<file path="src/rtl/load_store_unit.sv">
// load_store_unit: single-outstanding RV32I load/store unit with alignment/funct3 checks,
// byte-lane steering, load extension and a bounded-wait memory handshake.
module load_store_unit #(
    parameter int TIMEOUT = 15,
    parameter int CNT_W   = 8
) (
    input  logic        clk,
    input  logic        reset,
    input  logic        req_valid,
    output logic        req_ready,
    input  logic        req_we,
    input  logic [2:0]  req_funct3,
    input  logic [31:0] req_addr,
    input  logic [31:0] req_wdata,
    output logic        resp_valid,
    output logic [31:0] resp_rdata,
    output logic [1:0]  resp_status,
    output logic        mem_req,
    output logic        mem_we,
    output logic [31:0] mem_addr,
    output logic [3:0]  mem_be,
    output logic [31:0] mem_wdata,
    input  logic        mem_ack,
    input  logic [31:0] mem_rdata
);
    typedef enum logic [1:0] {IDLE, ACCESS, RESP} state_t;

    state_t            state, state_next;
    logic [CNT_W-1:0]  cnt, cnt_next, cnt_inc;
    logic              we;
    logic [2:0]        f3;
    logic [31:0]       addr, wdata;
    logic [1:0]        status_next;
    logic [31:0]       rdata_next;
    logic              illegal, misaligned, timeout_hit;
    logic [1:0]        a;
    logic [3:0]        be;
    logic [31:0]       wdata_rep, ext;
    logic [7:0]        lane_b;
    logic [15:0]       lane_h;

    // Classification looks at the raw request; only the next-state logic depends on it.
    assign illegal    = req_we ? !(req_funct3 inside {3'b000, 3'b001, 3'b010})
                               : !(req_funct3 inside {3'b000, 3'b001, 3'b010, 3'b100, 3'b101});
    assign misaligned = (req_funct3[1:0] == 2'b01 && req_addr[0]) ||
                        (req_funct3[1:0] == 2'b10 && req_addr[1:0] != 2'b00);

    assign a         = addr[1:0];
    assign be        = f3[1:0] == 2'b00 ? 4'b0001 << a :
                       f3[1:0] == 2'b01 ? (a[1] ? 4'b1100 : 4'b0011) : 4'b1111;
    assign wdata_rep = f3[1:0] == 2'b00 ? {4{wdata[7:0]}} :
                       f3[1:0] == 2'b01 ? {2{wdata[15:0]}} : wdata;

    assign lane_b = 8'(mem_rdata >> {a, 3'b000});
    assign lane_h = a[1] ? mem_rdata[31:16] : mem_rdata[15:0];
    assign ext    = f3 == 3'b000 ? {{24{lane_b[7]}}, lane_b} :
                    f3 == 3'b001 ? {{16{lane_h[15]}}, lane_h} :
                    f3 == 3'b100 ? {24'h0, lane_b} :
                    f3 == 3'b101 ? {16'h0, lane_h} : mem_rdata;

    assign cnt_inc     = cnt + CNT_W'(1);
    assign timeout_hit = cnt_inc == CNT_W'(TIMEOUT);

    always_comb begin
        state_next  = state;
        cnt_next    = cnt;
        status_next = resp_status;
        rdata_next  = resp_rdata;
        case (state)
            IDLE: begin
                if (req_valid) begin
                    if (illegal || misaligned) begin
                        state_next  = RESP;
                        status_next = illegal ? 2'b10 : 2'b01;
                        rdata_next  = '0;
                    end else begin
                        state_next = ACCESS;
                        cnt_next   = '0;
                    end
                end
            end
            ACCESS: begin
                if (mem_ack) begin
                    state_next  = RESP;
                    status_next = 2'b00;
                    rdata_next  = we ? 32'h0 : ext;
                end else begin
                    cnt_next = cnt_inc;
                    if (timeout_hit) begin
                        state_next  = RESP;
                        status_next = 2'b11;
                        rdata_next  = '0;
                    end
                end
            end
            RESP:    state_next = IDLE;
            default: state_next = IDLE;
        endcase
    end

    always_ff @(posedge clk or posedge reset) begin
        if (reset) begin
            state       <= IDLE;
            cnt         <= '0;
            we          <= 1'b0;
            f3          <= '0;
            addr        <= '0;
            wdata       <= '0;
            resp_status <= '0;
            resp_rdata  <= '0;
        end else begin
            state       <= state_next;
            cnt         <= cnt_next;
            resp_status <= status_next;
            resp_rdata  <= rdata_next;
            if (state == IDLE && req_valid) begin
                we    <= req_we;
                f3    <= req_funct3;
                addr  <= req_addr;
                wdata <= req_wdata;
            end
        end
    end

    // Memory-side outputs are gated by state so they read 0 whenever no access is in flight.
    assign req_ready  = state == IDLE;
    assign resp_valid = state == RESP;
    assign mem_req    = state == ACCESS;
    assign mem_we     = mem_req && we;
    assign mem_addr   = mem_req ? {addr[31:2], 2'b00} : 32'h0;
    assign mem_be     = mem_req ? be : 4'h0;
    assign mem_wdata  = mem_we ? wdata_rep : 32'h0;
endmodule

</file>
<file path="config.mk">
export PLATFORM = sky130hd
export DESIGN_NAME = load_store_unit
export DESIGN_NICKNAME = d
export VERILOG_FILES = /design/src/rtl/load_store_unit.sv
export SDC_FILE = /design/constraint.sdc
export NUM_CORES = 1
export LEC_CHECK = 0
export ABC_AREA = 0
export CAP_MARGIN = 0
export CORE_UTILIZATION = 43
export CTS_BUF_LIST = sky130_fd_sc_hd__clkbuf_8
export DETAILED_ROUTE_END_ITERATION = 8
export PLACE_DENSITY_LB_ADDON = 0.25
export SLEW_MARGIN = 30
export SYNTH_ARGS = -nofsm -noshare
export SYNTH_HDL_FRONTEND = slang
export SYNTH_SLANG_ARGS = --single-unit
export TNS_END_PERCENT = 20
</file>
<file path="constraint.sdc">
create_clock -name clk -period 3.77 [get_ports clk]
set_clock_uncertainty 0.15 [all_clocks]
set_input_delay 0.5655 -clock clk [delete_from_list [all_inputs] [get_ports clk]]
set_output_delay 0.5655 -clock clk [all_outputs]
set_load 0.02 [all_outputs]
</file>
== Word-level counts from Yosys, hierarchy flattened ==
Cells that the tools add are included.

* Equal/unequal tests: 18
* Multiplexer cells: 35
* Reduce and logical (&&, ||, !) cells: 19
* Shifts and indexed selects: 2
* Add/subtract/negate cells: 1

{| class="wikitable"
|+ Operators with widths
! kind !! count
|-
| $mux 32 || 13
|-
| $pmux 32 s2 || 1
|-
| $shr 32x5->8 || 1
|-
| $mux 8 || 3
|-
| $mux 2 || 9
|-
| $mux 16 || 1
|-
| $mux 4 || 4
|-
| $pmux 8 s2 || 1
|-
| $eq 3x3->1 const B || 4
|-
| $add 8x1->8 const B || 1
|-
| $eq 8x4->1 const B || 1
|-
| $pmux 2 s2 || 2
|-
| $reduce_and 4->1 || 2
|-
| $eq 2x1->1 const B || 3
|-
| $eq 3x1->1 const B || 2
|-
| $logic_not 3->1 || 2
|-
| $ne 2x2->1 const B || 3
|-
| $reduce_bool 5->1 || 1
|-
| $eq 2x2->1 const B || 2
|-
| $logic_and 1x1->1 || 4
|-
| $logic_not 2->1 || 2
|-
| $reduce_bool 2->1 || 2
|-
| $shl 1x2->4 const A || 1
|-
| $eq 3x2->1 const B || 1
|-
| 7 further kinds || 9
|}

* Output and inout port bits: 106
* Register bits after elaboration: 112
* Input bits: 104

== Depth between registers and ports, before layout ==
* Depth in word-level cells: 8
* Depth in mapped cells: 7

== Worst setup path after synthesis ==
No wires, ideal clock.

* Path type: register -> output
* Start point: reg f3[1]
* End point: out mem_wdata[16]
* Cell stages (with the launch flop): 6
* Arrival: 1.610 ns
* Setup slack: 1.445 ns
* Data required time: 3.054 ns
* Cells stage by stage: dfrtp_1 -> clkbuf_1 -> clkbuf_1 -> buf_1 -> mux2i_1 -> nor2_1

* Cells in the longest elaborated chain, start to end: 4
* Elaborated cells between the ends (all ways): 5
* Classes of those cells: eq/ne (1); mux (3); reduce/logical (1)

{| class="wikitable"
|+ RTL lines
! what !! line !! RTL
|-
| from (decl) || 31 || <nowiki>logic [2:0] f3;</nowiki>
|-
| from (signal assigned) || 118 || <nowiki>f3 <= req_funct3;</nowiki>
|-
| $eq 2x1->1 || 52 || <nowiki>f3[1:0] == 2'b01 ? {2{wdata[15:0]}} : wdata;</nowiki>
|-
| $mux 32 || 52 ||
|-
| $mux 32 (*) || 51 || <nowiki>assign wdata_rep = f3[1:0] == 2'b00 ? {4{wdata[7:0]}} :</nowiki>
|-
| $mux 32 (*) || 132 || <nowiki>assign mem_wdata = mem_we ? wdata_rep : 32'h0;</nowiki>
|-
| to (decl) || 22 || <nowiki>output logic [31:0] mem_wdata,</nowiki>
|}

Mark *: on every way between the ends. The rest lies on a longest branch, timed or not.

== Worst setup path in the final report ==
* Start point: reg state[1]
* End point: out mem_wdata[9]

* Cells in the longest elaborated chain, start to end: 3

{| class="wikitable"
|+ RTL lines
! what !! line !! RTL
|-
| from (decl) || 28 || <nowiki>state_t state, state_next;</nowiki>
|-
| from (signal assigned) || 112 || <nowiki>state <= state_next;</nowiki>
|-
| $eq 2x1->1 || 128 || <nowiki>assign mem_req = state == ACCESS;</nowiki>
|-
| $logic_and 1x1->1 || 129 || <nowiki>assign mem_we = mem_req && we;</nowiki>
|-
| $mux 32 || 132 ||
|}

No other way between the ends.

==> reports/metrics.cfg <==
[yosys]
ys_types=50
syn-cell-area_um2=6140
syn_inst=615
synth_xor_area_frac=0.00285
yosysWarnings=0
synth_fa_ha_area_frac=0.00407
synthSimpleGateAreaFrac=0.174
muxShareOfSynthArea=0.173
yosys_register_bits=112
synthFlopType=dfrtp_1
post_synth.cell_area_avg_um2=9.99
netlist_top_cells_count=dfrtp_1, nand2_1, mux2_2
synth_top_area_frac=0.456
synth_compound_area_frac=0.144
synth_top_family_by_area=simple AND/OR/NAND/NOR gates
async_flop_share=1.00
synth_largest_area_cell=dfrtp_1
synth_enable_flop_cells=0
ys_seq_area_frac=0.456
synth.most_common_cell=dfrtp_1
synth_area_leaders=dfrtp_1, mux2_2, mux2i_1

[power_and_ir_drop]
peakVddDrop_v=0.000251
switchingPower_mw=1.62
p_clk_frac=0.157
seq_power_share=0.435
p_per_area_nw_per_um2=501
p_int_mw=2.64
p_comb_frac=0.408
sw_frac_of_total=0.381
p_leak_nw=3.49

[global_route]
busiest_layer=met2
grt_pass1_vias=5351
globalRouteOverflowTotal=0
grt_pass1_wl_mm=27.7
grt_use_total=0.243
met3_usage=0.0733
grt_util_met1=0.302
grt_max_degree=73
antenna_found_initial=0
grt_util_met2=0.396

[die]
die_y_um=122
die_area_um2=14800
initial_core_util=0.442
io_pins=210
core-area_um2=13900
die_w_um=122
rows=43

[critical_path]
cp.arrival_ns=2.73
worst_setup_path_start_kind=flip-flop
path_class=reg2out
worst-path-max-fanout=25
critical_path.endpoint_type=primary output
crit_required_ns=3.05

[detailed_routing]
drc_errors=0
firstDrtPassIters=5
wl_per_cell_um=17.7
avgViaCountPerCell=5.50
via_count=5399
first_iter_violations=366
wl_mm=17.4
drtAntennaViolNets=0

[sta]
setup_viol=0
period_share=0.914
finalWorstSetupSlack_ns=0.324
maxSlewViolCount=0
worst_slew_pin_slew_ns=0.818
fmax_ghz=0.290
grt_setup_unrepaired=false
finalHoldViolCount=0
slew-limit-headroom=0.453
finalCriticalPeriod_ns=3.45
fin_setup_tns_ns=0

[placed_design]
place_area_um2=8340
post-place-ws_ns=0.724
hpwl_mm=12.4
numPortBuffers=207
gp_congestion=0.912

[final_layout]
post-route-cell-area_um2=8510
nets=903
layout-drive-gt1-share=0.135
syn_to_final_growth_pct=38.7
diodes=0
nFillCells=1106

[clock_network]
clk_pin_slew_ns=0.10
numCtsBuffers=9
post_cts_resized=0
hold_buffers=0
cts_tree=done
clk_latency_ns=0.39
htree_levels=3
cts.path.max_buffers=2
cts_num_sinks=112
root_buffer=clkbuf_8
cts_setup_buffers=0

[run_status]
outcome=finished clean

[job]
drv_cap=0

[worst_hold_path]
min_path_type=reg2reg

logic make-up after synthesis:
family / after synthesis
flops: 112
simple gates: 216
mux: 97
fa+ha+maj: 2
compound gates: 125
buf+inv: 60
other cells: 1
xor+xnor: 2
routing by layer:
metal,vias up,share of wire
li1,2534,-
met4,0,0.022
met3,24,0.086
met1,2609,0.41
met5,-,0
met2,232,0.48
cell type report:
cell class / instances / area (um2) / area share
Multi-Input combinational cell: 444 / 3080 / 0.362
Tap cell: 180 / 225 / 0.0265
Inverter: 11 / 43.8 / 0.00514
Clock inverter: 7 / 48.8 / 0.00573
Sequential cell: 112 / 2800 / 0.329
Clock buffer: 9 / 124 / 0.0145
Timing Repair Buffer: 219 / 2190 / 0.257
worst max-delay path, cell delays in order (launching register included):
cell             delay [ns]
dfrtp_1                0.45
nand2b_1               0.17
buf_4                  0.16
inv_1                  0.07
nand2_1                0.47
a21oi_1                0.36
clkdlybuf4s50_1        0.65
power by group through the flow:
stage / Sequential [mW] / Clock [mW] / Combinational [mW]
2_1_floorplan: 1.81 / 0 / 1.12
3_3_place_gp: 1.85 / 0 / 1.71
3_5_place_dp: 1.87 / 0 / 1.74
4_1_cts: 1.85 / 0.687 / 1.75
5_1_grt: 1.91 / 0.728 / 1.88
6_report: 1.85 / 0.670 / 1.74
worst paths after layout:
path                            slack [ns]        endpoint  cells after the start     start
worst max-delay path                  0.32    mem_wdata[9]                      6  state[1]
worst min-delay path                  0.36         addr[8]                      1   addr[8]
worst max register to register        1.33  resp_rdata[16]                      4   addr[1]
worst min register to register        0.36         addr[8]                      1   addr[8]
max in group asynchronous             2.23           f3[1]                      3     reset
min in group asynchronous             0.47   resp_rdata[0]                      2     reset
layout by cell type (no fill, tap or decap), types with 3 or more instances in the layout:
cell type / count
and2_1: 47
o2111ai_1: 8
and3_1: 8
clkinv_4: 3
mux2_2: 65
nand2_1: 77
o221ai_1: 7
nor2b_1: 7
clkdlybuf4s50_1: 207
buf_4: 10
nand3_1: 5
a21oi_1: 43
dfrtp_1: 111
inv_1: 11
nor2_1: 46
nor3_1: 3
a221o_1: 18
o211ai_1: 15
mux2i_1: 31
clkbuf_8: 9
nand2b_1: 3
o21ai_0: 19
nor3b_1: 8
registers in the layout, summed over array words and instances (netlist names):
signal / cells
cnt: 8
resp_status: 2
we: 1
resp_rdata: 32
wdata: 32
state: 2
addr: 32
f3: 3
metrics by stage:
stage               power, mW   util  hold WS [ns]  instances
floorplan                2.92      -         0.322        616
global placement         3.56  0.601         0.332        966
detailed placement       3.62  0.601         0.341        966
CTS                      4.29  0.613         0.363        982
global route             4.51  0.613         0.375        982
finish                   4.26  0.613         0.358        982
(Power assumes the default switching activity.)
